===== src/rtl/ahb_pkg.sv =====
// Shared AHB3-Lite encodings and the default-slave state type used by the
// address decoder and its built-in default slave.
package ahb_pkg;

    localparam logic [1:0] HTRANS_IDLE   = 2'b00;
    localparam logic [1:0] HTRANS_BUSY   = 2'b01;
    localparam logic [1:0] HTRANS_NONSEQ = 2'b10;
    localparam logic [1:0] HTRANS_SEQ    = 2'b11;

    localparam logic HRESP_OKAY  = 1'b0;
    localparam logic HRESP_ERROR = 1'b1;

    typedef enum logic [1:0] {
        D_IDLE = 2'b00,
        D_ERR1 = 2'b01,
        D_ERR2 = 2'b10
    } def_state_e;

    // NONSEQ and SEQ carry real data; IDLE and BUSY must get a zero-wait OKAY.
    function automatic logic is_active(input logic [1:0] htrans);
        return (htrans == HTRANS_NONSEQ) || (htrans == HTRANS_SEQ);
    endfunction

endpackage


===== src/rtl/ahb_addr_decoder_if.sv =====
// Bus-side signals of the AHB address decoder: master address phase inputs,
// one-hot selects, data-phase select and the default-slave response.
interface ahb_addr_decoder_if #(
    parameter int addrWidth = 32
);
    logic [addrWidth-1:0] HADDR;
    logic [1:0]           HTRANS;
    logic                 HREADY;
    logic                 HSEL1;
    logic                 HSEL2;
    logic                 HSEL3;
    logic                 HSEL4;
    logic [1:0]           addr;
    logic                 def_sel;
    logic                 HREADYOUT_DEF;
    logic                 HRESP_DEF;

    modport slave (
        input  HADDR, HTRANS, HREADY,
        output HSEL1, HSEL2, HSEL3, HSEL4, addr, def_sel, HREADYOUT_DEF, HRESP_DEF
    );

    modport master (
        output HADDR, HTRANS, HREADY,
        input  HSEL1, HSEL2, HSEL3, HSEL4, addr, def_sel, HREADYOUT_DEF, HRESP_DEF
    );
endinterface


===== src/rtl/ahb_default_slave.sv =====
// Default slave for unmapped addresses: zero-wait OKAY for IDLE/BUSY and the
// two-cycle ERROR response for NONSEQ/SEQ. Outputs come straight from flops.
module ahb_default_slave
    import ahb_pkg::*;
(
    input  logic       HCLK,
    input  logic       HRESET,
    input  logic       HREADY,
    input  logic [1:0] HTRANS,
    input  logic       miss,
    output logic       HREADYOUT_DEF,
    output logic       HRESP_DEF
);

    def_state_e state_r;
    def_state_e state_next_s;
    logic       err_start_s;
    logic       hreadyout_next_s;
    logic       hresp_next_s;
    logic       hreadyout_r;
    logic       hresp_r;

    // Next-state and next-output decode
    always_comb begin
        state_next_s     = D_IDLE;
        hreadyout_next_s = 1'b1;
        hresp_next_s     = HRESP_OKAY;
        err_start_s      = HREADY && miss && is_active(HTRANS);
        case (state_r)
            D_IDLE: begin
                if (err_start_s) begin
                    state_next_s = D_ERR1;
                end else begin
                    state_next_s = D_IDLE;
                end
            end
            D_ERR1: begin
                state_next_s = D_ERR2;
            end
            D_ERR2: begin
                if (err_start_s) begin
                    state_next_s = D_ERR1;
                end else begin
                    state_next_s = D_IDLE;
                end
            end
            default: begin
                state_next_s = D_IDLE;
            end
        endcase
        case (state_next_s)
            D_ERR1: begin
                hreadyout_next_s = 1'b0;
                hresp_next_s     = HRESP_ERROR;
            end
            D_ERR2: begin
                hreadyout_next_s = 1'b1;
                hresp_next_s     = HRESP_ERROR;
            end
            default: begin
                hreadyout_next_s = 1'b1;
                hresp_next_s     = HRESP_OKAY;
            end
        endcase
    end

    // State and response registers; reset aborts any ERROR sequence
    always_ff @(posedge HCLK) begin
        if (HRESET) begin
            state_r     <= D_IDLE;
            hreadyout_r <= 1'b1;
            hresp_r     <= HRESP_OKAY;
        end else begin
            state_r     <= state_next_s;
            hreadyout_r <= hreadyout_next_s;
            hresp_r     <= hresp_next_s;
        end
    end

    assign HREADYOUT_DEF = hreadyout_r;
    assign HRESP_DEF     = hresp_r;

endmodule


===== src/rtl/ahb_addr_decoder.sv =====
// AHB3-Lite address decoder: priority region compare into one-hot HSELn,
// registered data-phase select for the 4-way mux, and a built-in default slave.
module ahb_addr_decoder
    import ahb_pkg::*;
#(
    parameter int                   addrWidth = 32,
    parameter int                   dataWidth = 32,
    parameter logic [addrWidth-1:0] BASE1     = 32'h0000_0000,
    parameter logic [addrWidth-1:0] BASE2     = 32'h1000_0000,
    parameter logic [addrWidth-1:0] BASE3     = 32'h2000_0000,
    parameter logic [addrWidth-1:0] BASE4     = 32'h3000_0000,
    parameter logic [addrWidth-1:0] MASK1     = 32'hF000_0000,
    parameter logic [addrWidth-1:0] MASK2     = 32'hF000_0000,
    parameter logic [addrWidth-1:0] MASK3     = 32'hF000_0000,
    parameter logic [addrWidth-1:0] MASK4     = 32'hF000_0000
)(
    input  logic                HCLK,
    input  logic                HRESET,
    ahb_addr_decoder_if.slave   bus
);

    if ((dataWidth % 8) != 0) begin : g_data_width_check
        $error("dataWidth must be a whole number of bytes");
    end

    logic [3:0] hit_s;
    logic [3:0] sel_s;
    logic [1:0] idx_s;
    logic       miss_s;
    logic [1:0] addr_r;
    logic       def_sel_r;

    // Region compare with slave1 > slave2 > slave3 > slave4 priority
    always_comb begin
        hit_s[0] = ((bus.HADDR & MASK1) == BASE1);
        hit_s[1] = ((bus.HADDR & MASK2) == BASE2);
        hit_s[2] = ((bus.HADDR & MASK3) == BASE3);
        hit_s[3] = ((bus.HADDR & MASK4) == BASE4);
        sel_s    = 4'b0000;
        idx_s    = 2'd0;
        if (hit_s[0]) begin
            sel_s = 4'b0001;
            idx_s = 2'd0;
        end else if (hit_s[1]) begin
            sel_s = 4'b0010;
            idx_s = 2'd1;
        end else if (hit_s[2]) begin
            sel_s = 4'b0100;
            idx_s = 2'd2;
        end else if (hit_s[3]) begin
            sel_s = 4'b1000;
            idx_s = 2'd3;
        end else begin
            sel_s = 4'b0000;
            idx_s = 2'd0;
        end
        miss_s = (hit_s == 4'b0000);
    end

    assign bus.HSEL1 = sel_s[0];
    assign bus.HSEL2 = sel_s[1];
    assign bus.HSEL3 = sel_s[2];
    assign bus.HSEL4 = sel_s[3];

    // Data-phase select: loads on HREADY-qualified address phase, holds on waits
    always_ff @(posedge HCLK) begin
        if (HRESET) begin
            addr_r    <= 2'd0;
            def_sel_r <= 1'b0;
        end else if (bus.HREADY) begin
            addr_r    <= idx_s;
            def_sel_r <= miss_s;
        end else begin
            addr_r    <= addr_r;
            def_sel_r <= def_sel_r;
        end
    end

    assign bus.addr    = addr_r;
    assign bus.def_sel = def_sel_r;

    ahb_default_slave u_default_slave (
        .HCLK          (HCLK),
        .HRESET        (HRESET),
        .HREADY        (bus.HREADY),
        .HTRANS        (bus.HTRANS),
        .miss          (miss_s),
        .HREADYOUT_DEF (bus.HREADYOUT_DEF),
        .HRESP_DEF     (bus.HRESP_DEF)
    );

endmodule

===== src/flat_wrapper.sv =====
// flat-port wrapper written by rule: the top's interface ports become plain ports
module ahb_addr_decoder_flat import ahb_pkg::*;
#(
    parameter int                   addrWidth = 32,
    parameter int                   dataWidth = 32,
    parameter logic [addrWidth-1:0] BASE1     = 32'h0000_0000,
    parameter logic [addrWidth-1:0] BASE2     = 32'h1000_0000,
    parameter logic [addrWidth-1:0] BASE3     = 32'h2000_0000,
    parameter logic [addrWidth-1:0] BASE4     = 32'h3000_0000,
    parameter logic [addrWidth-1:0] MASK1     = 32'hF000_0000,
    parameter logic [addrWidth-1:0] MASK2     = 32'hF000_0000,
    parameter logic [addrWidth-1:0] MASK3     = 32'hF000_0000,
    parameter logic [addrWidth-1:0] MASK4     = 32'hF000_0000
)
  (HCLK, HRESET, bus_HADDR, bus_HTRANS, bus_HREADY, bus_HSEL1, bus_HSEL2, bus_HSEL3, bus_HSEL4, bus_addr, bus_def_sel, bus_HREADYOUT_DEF, bus_HRESP_DEF);
  ahb_addr_decoder_if #(.addrWidth(addrWidth)) bus_i ();
  input  logic HCLK;
  input  logic HRESET;
  input wire logic [$bits(bus_i.HADDR)-1:0] bus_HADDR;
  input wire logic [$bits(bus_i.HTRANS)-1:0] bus_HTRANS;
  input wire logic [$bits(bus_i.HREADY)-1:0] bus_HREADY;
  output wire logic [$bits(bus_i.HSEL1)-1:0] bus_HSEL1;
  output wire logic [$bits(bus_i.HSEL2)-1:0] bus_HSEL2;
  output wire logic [$bits(bus_i.HSEL3)-1:0] bus_HSEL3;
  output wire logic [$bits(bus_i.HSEL4)-1:0] bus_HSEL4;
  output wire logic [$bits(bus_i.addr)-1:0] bus_addr;
  output wire logic [$bits(bus_i.def_sel)-1:0] bus_def_sel;
  output wire logic [$bits(bus_i.HREADYOUT_DEF)-1:0] bus_HREADYOUT_DEF;
  output wire logic [$bits(bus_i.HRESP_DEF)-1:0] bus_HRESP_DEF;
  assign bus_i.HADDR = bus_HADDR;
  assign bus_i.HTRANS = bus_HTRANS;
  assign bus_i.HREADY = bus_HREADY;
  assign bus_HSEL1 = bus_i.HSEL1;
  assign bus_HSEL2 = bus_i.HSEL2;
  assign bus_HSEL3 = bus_i.HSEL3;
  assign bus_HSEL4 = bus_i.HSEL4;
  assign bus_addr = bus_i.addr;
  assign bus_def_sel = bus_i.def_sel;
  assign bus_HREADYOUT_DEF = bus_i.HREADYOUT_DEF;
  assign bus_HRESP_DEF = bus_i.HRESP_DEF;
  ahb_addr_decoder #(.addrWidth(addrWidth), .dataWidth(dataWidth), .BASE1(BASE1), .BASE2(BASE2), .BASE3(BASE3), .BASE4(BASE4), .MASK1(MASK1), .MASK2(MASK2), .MASK3(MASK3), .MASK4(MASK4)) u_core (.HCLK(HCLK), .HRESET(HRESET), .bus(bus_i));
endmodule

===== config.mk =====
export PLATFORM = sky130hd
export DESIGN_NAME = ahb_addr_decoder_flat
export DESIGN_NICKNAME = d
export VERILOG_FILES = /design/src/rtl/ahb_pkg.sv /design/src/rtl/ahb_addr_decoder_if.sv /design/src/rtl/ahb_default_slave.sv /design/src/rtl/ahb_addr_decoder.sv /design/src/flat_wrapper.sv
export SDC_FILE = /design/constraint.sdc
export NUM_CORES = 1
export LEC_CHECK = 0
export BUFFER_PORTS_ARGS = -buffer_cell sky130_fd_sc_hd__buf_2
export CAP_MARGIN = 20
export CORE_AREA = 4 4 41 43
export DETAILED_ROUTE_END_ITERATION = 10
export DIE_AREA = 0 0 45 47
export HOLD_SLACK_MARGIN = 0.06
export PLACE_DENSITY = 0.72
export SLEW_MARGIN = 20
export SYNTH_ARGS = -nofsm -noshare
export SYNTH_HDL_FRONTEND = slang
export SYNTH_SLANG_ARGS = --single-unit
export TNS_END_PERCENT = 1

===== constraint.sdc =====
create_clock -name HCLK -period 2.8 [get_ports HCLK]
set_input_delay 0 -clock HCLK [delete_from_list [all_inputs] [get_ports HCLK]]
set_output_delay 0 -clock HCLK [all_outputs]
set_load 0.02 [all_outputs]

; Yosys cells after proc, flatten, opt, wreduce, memory -nomap -nowiden
; Index checks and enable logic that the tools add are counted.
[op_classes]
n_eq_ne = 9
muxes = 12
reduce_logical = 8
[op_table]
columns = cell, n
row1 = 32-bit zero test, 1
row2 = 4-bit two-way mux, 4
row3 = "2-bit equality test, second input constant", 4
row4 = "4-bit by 2-bit equality test with 1-bit output, second input constant", 2
row5 = 2-bit two-way mux, 4
row6 = "2-bit by 1-bit equality test with 1-bit output, second input constant", 2
row7 = "4-bit by 1-bit equality test with 1-bit output, second input constant", 1
row8 = 4-bit zero test, 1
row9 = 2-bit case mux with 2 select lines, 1
row10 = 2-bit OR reduction, 2
row11 = 1-bit two-way mux, 3
row12 = 1-bit logical AND, 2
row13 = 2-bit zero test, 1
row14 = 1-bit logical OR, 1
[totals]
reg_bits = 7
inputBits = 37
output_inout_bits = 9
word_cells = 34

; Depth between registers and ports, before layout
[logic_depth]
depth_word = 9
depth_mapped = 4

; By module
; From an unflattened synthesis, not the netlist that was laid out.
[hier_totals]
cells_unflattened = 28
hier_area_um2 = 295.3
[modules_own_cells]
columns = mod, instances, cells_per_inst, area_per_inst_um2, seq_area_each_um2
row1 = ahb_addr_decoder, 1, 17, 163.9, 60.1
row2 = ahb_default_slave, 1, 11, 131.4, 80.1

; Worst setup path after synthesis
; No wires, ideal clock.
[synth_timing]
kind = reg2reg
startpoint = reg u_core.u_default_slave.state_r[0]
endpoint = reg u_core.u_default_slave.hresp_r (netlist: u_core.u_default_slave.HRESP_DEF)
arrival_time_ps = 815
required_time_ps = 2736
setup_slack_ps = 1921
path_stages_with_launch = 4
n_path_buf = 0
cell_sequence = dfxtp_1 > nor3_1 > ha_1 > nor2_1
[synth_between]
elab_chain_len = 6
word_cells_on_any_way = 9
[synth_rtl]
columns = element, line_no
row1 = "start, declared", ahb_default_slave.sv:15  ; def_state_e state_r;
row2 = "start signal, assigned", ahb_default_slave.sv:74  ; state_r <= state_next_s;
row3 = 2-bit equality test / 2-bit zero test (equally long branches), ahb_default_slave.sv:29  ; case (state_r)
row4 = 2-bit OR reduction (no line), --
row5 = 2-bit case mux with 2 select lines (*), ahb_default_slave.sv:29
row6 = via u_core.u_default_slave.state_next_s[0], ahb_default_slave.sv:16  ; def_state_e state_next_s;
row7 = 2-bit equality test / 2-bit by 1-bit equality test with 1-bit output (equally long branches), ahb_default_slave.sv:51  ; case (state_next_s)
row8 = 2-bit OR reduction (no line) (*), --
row9 = 1-bit two-way mux (*), ahb_default_slave.sv:51
row10 = "end signal, assigned", ahb_default_slave.sv:76  ; hresp_r <= hresp_next_s;
row11 = "end, declared", ahb_default_slave.sv:21  ; logic hresp_r;
; Mark *: on every way through the listed nets, which the timed path passes. The rest lies on a longest branch.
; A chain may end at the register's enable or synchronous reset.

; Final worst setup path
[layout_timing]
startpoint = in HRESET
endpoint = reg u_core.def_sel_r (netlist: u_core.bus.def_sel)
[layout_lines]
columns = element, line_no
row1 = "start, declared", flat_wrapper.sv:18  ; input logic HRESET;
row2 = "end signal, assigned", ahb_addr_decoder.sv:72  ; def_sel_r <= miss_s;
row3 = "end signal, assigned", ahb_addr_decoder.sv:75  ; def_sel_r <= def_sel_r;
row4 = "end, declared", ahb_addr_decoder.sv:31  ; logic def_sel_r;
; No word-level cell between the ends.

==> flow_summary.yaml <==
sta:
  tns_ns: 0
  maxSlewHeadroom_pct: 82.2
  skew_ns: 0.00519
  fmax_mhz: 831
  finalCriticalPeriod_ns: 1.20
  rsz0062_at_grt: "no"
  finalSetupViolations: 0
  final_max_slew_viol_count: 0
  max_slew.worst_pin.slew_ns: 0.263
  period_share_pct: 43.0
  finalHoldViolCount: 0
cells_and_area:
  drive_gt1_share_pct: 43.1
  syn2layout_area_growth_pct: 53.2
  diodes: 0
  nNetsFinal: 90
  final_cells: 66
critical_path:
  path_class: "input pin to register"
  startpoint: "HRESET"
  max_stage_delay_ns: 0.57
  crit_arrival_ns: 1.39
  worstRegToRegCells: 3
  r2r-end: "u_core.bus.def_sel"
  crit_required_ns: 2.99
  critPathLaunchType: "input pin"
  crit_path_end_kind: "register"
  crit_chain: "dlygate4sd3_1 -> buf_2 -> a211oi_2 -> dlygate4sd3_1"
  crit_end: "u_core.bus.def_sel"
  r2r_start: "u_core.bus.def_sel"
  r2r_slack_ns: 1.64
  crit_slowest_cell: "dlygate4sd3_1"
  path_common_cell: "dlygate4sd3_1"
  cp_max_fo: 7
global_routing:
  grt_pass1_vias: 285
  antenna_found_initial: 0
  grt_overflow: 0
  grt_usage_pct: 7.84
  grt_pass1_wl_um: 1190
  grt_max_degree: 8
synth:
  synth_cell_types: 14
  synthCells: 28
  synth.most_common_cell: "dfxtp_1"
  avgSynthCellArea_um2: 10.4
  ys_ff_latch: 7
  yosys-top-cells-area: "dfxtp_1, nand2b_1, nand4bb_1"
  seq_area_frac_synth_pct: 48.1
  yosys_warnings: 0
  synth_top_area_share_pct: 48.1
  synth-main-ff-cell: "dfxtp_1"
  async_reset_ff_share_pct: 0
  synth_nets: 66
  synth_area_um2: 292
  synth_edf_count: 0
  synth_common_cells: "dfxtp_1, nand2b_1, nor2_1"
  yosysTopAreaCell: "dfxtp_1"
cts:
  clk_latency_ns: 0.25
  cts-root-buf: "clkbuf_4"
  cts-resized-gates: 0
  cts_tree: "done"
  htree_levels: 1
  clock-sinks: 7
  cts_buffer_depth: 2
  cts_buffers: 3
  cts.clk_slew.worst_paths_ns: 0.05
power_and_ir_drop:
  ir_drop_mv: 0.364
  p_leak_nw: 0.200
  power.density_nw_per_um2: 514
floorplan:
  dieArea_um2: 2120
  coreArea_um2: 1300
  die_y_um: 47
  initial_utilization_pct: 22.4
  fp-row-count: 13
  pin_count: 46
  die_w_um: 45
route:
  post_drt_via_cell_ratio: 4.44
  drc: 0
  routedWlPerCell_um: 10.3
  num_vias: 293
  drt_pre_antenna_iters: 2
  drtAntennaViolNets: 0
  wirelength_um: 681
  drtIter0Drc: 1
placed_design:
  dp_hpwl_um: 519
  io_buffers: 16
  dp_cells: 59
  globalplace.congestion: 0.685
job:
  maxCapViolCount: 0
min_path:
  hp-class: "input pin to register"
status:
  status: "complete, no violations"
-- worst min path at each step --
stage                                   endpoint  startpoint  slack [ns]  cells past startpoint
2_1_floorplan                 u_core.bus.def_sel      HRESET        0.06                      1
3_3_place_gp    u_core.u_default_slave.HRESP_DEF      HRESET        0.27                      2
3_5_place_dp    u_core.u_default_slave.HRESP_DEF      HRESET        0.27                      2
4_1_cts        u_core.u_default_slave.state_r[0]  bus_HREADY        0.06                      3
5_1_grt        u_core.u_default_slave.state_r[0]  bus_HREADY        0.09                      3
6_report       u_core.u_default_slave.state_r[0]  bus_HREADY        0.07                      3
-- critical path, delay by kind of cell --
family,cells,cell delay [ns]
buf+inv,3,1.26
compound gates,1,0.13
-- metrics by stage --
stage	cell area [um2]	hold WS (ns)	worst slack (ns)	total power [mW]	utilization (%)
CTS	447	0.0608	1.61	0.236	34.3
finish	447	0.0721	1.60	0.230	34.3
detailed placement	390	0.267	1.87	0.140	30.0
floorplan	292	0.0646	1.92	0.123	-
global route	447	0.0945	1.56	0.244	34.3
global placement	390	0.270	1.86	0.139	30.0
-- state kept, by name, indices dropped and copies added, names as in the netlist --
register / flops
u_core.bus.addr: 2
u_core.bus.def_sel: 1
u_core.u_default_slave.HREADYOUT_DEF: 1
u_core.u_default_slave.HRESP_DEF: 1
u_core.u_default_slave.state_r: 2
-- cells in the final DEF, fill, tap and decap left out --
| cell | synthesis | final |
|---|---|---|
| a211oi_2 | 1 | 1 |
| a21oi_1 | 2 | 2 |
| and3_1 | 1 | 1 |
| buf_2 | 0 | 16 |
| clkbuf_1 | 0 | 1 |
| clkbuf_4 | 0 | 3 |
| dfxtp_1 | 7 | 7 |
| dlygate4sd3_1 | 0 | 3 |
| ha_1 | 1 | 1 |
| nand2_1 | 1 | 1 |
| nand2b_1 | 4 | 4 |
| nand4bb_1 | 2 | 2 |
| nor2_1 | 3 | 3 |
| nor2_2 | 1 | 1 |
| nor3_1 | 1 | 1 |
| nor4_1 | 1 | 1 |
| nor4_2 | 1 | 1 |
| nor4b_1 | 2 | 2 |
-- timing repair --
| action | 4_1_cts | 5_1_grt |
|---|---|---|
| hold endpoints to repair | 7 | 0 |
| buffers inserted | 0 | 0 |
| hold buffers | 3 | 0 |
-- final cells by class --
| cell class | count | area (um2) |
|---|---|---|
| sequential | 7 | 140 |
| tap | 15 | 18.8 |
| fill | 142 | 855 |
| multi-input combinational | 21 | 151 |
| clock buffer | 4 | 26.3 |
| timing repair buffer | 19 | 110 |
-- cells by family after synthesis --
logic type / count (synthesis) / synth area share, %
AO/OA/AOI/OAI: 3 / 7.72
adder cells (fa/ha/maj): 1 / 4.29
flip-flops: 7 / 48.1
AND/OR/NAND/NOR: 17 / 39.9
-- metal layers --
metal	GRT usage [%]	vias up	part of all wire, %
met3	4.60	0	9.0
met5	0	-	0
met1	8.03	136	41
met2	13.8	9	50
met4	1.75	0	0
li1	-	148	-
-- power breakdown --
part / switching (mW) / leakage (nW) / internal (mW) / total, mW
Sequential: 0.00158 / 0.0573 / 0.104 / 0.105
Clock: 0.0347 / 0.0150 / 0.0542 / 0.0889
Combinational: 0.0195 / 0.128 / 0.0160 / 0.0355
(Power assumes the default switching activity.)
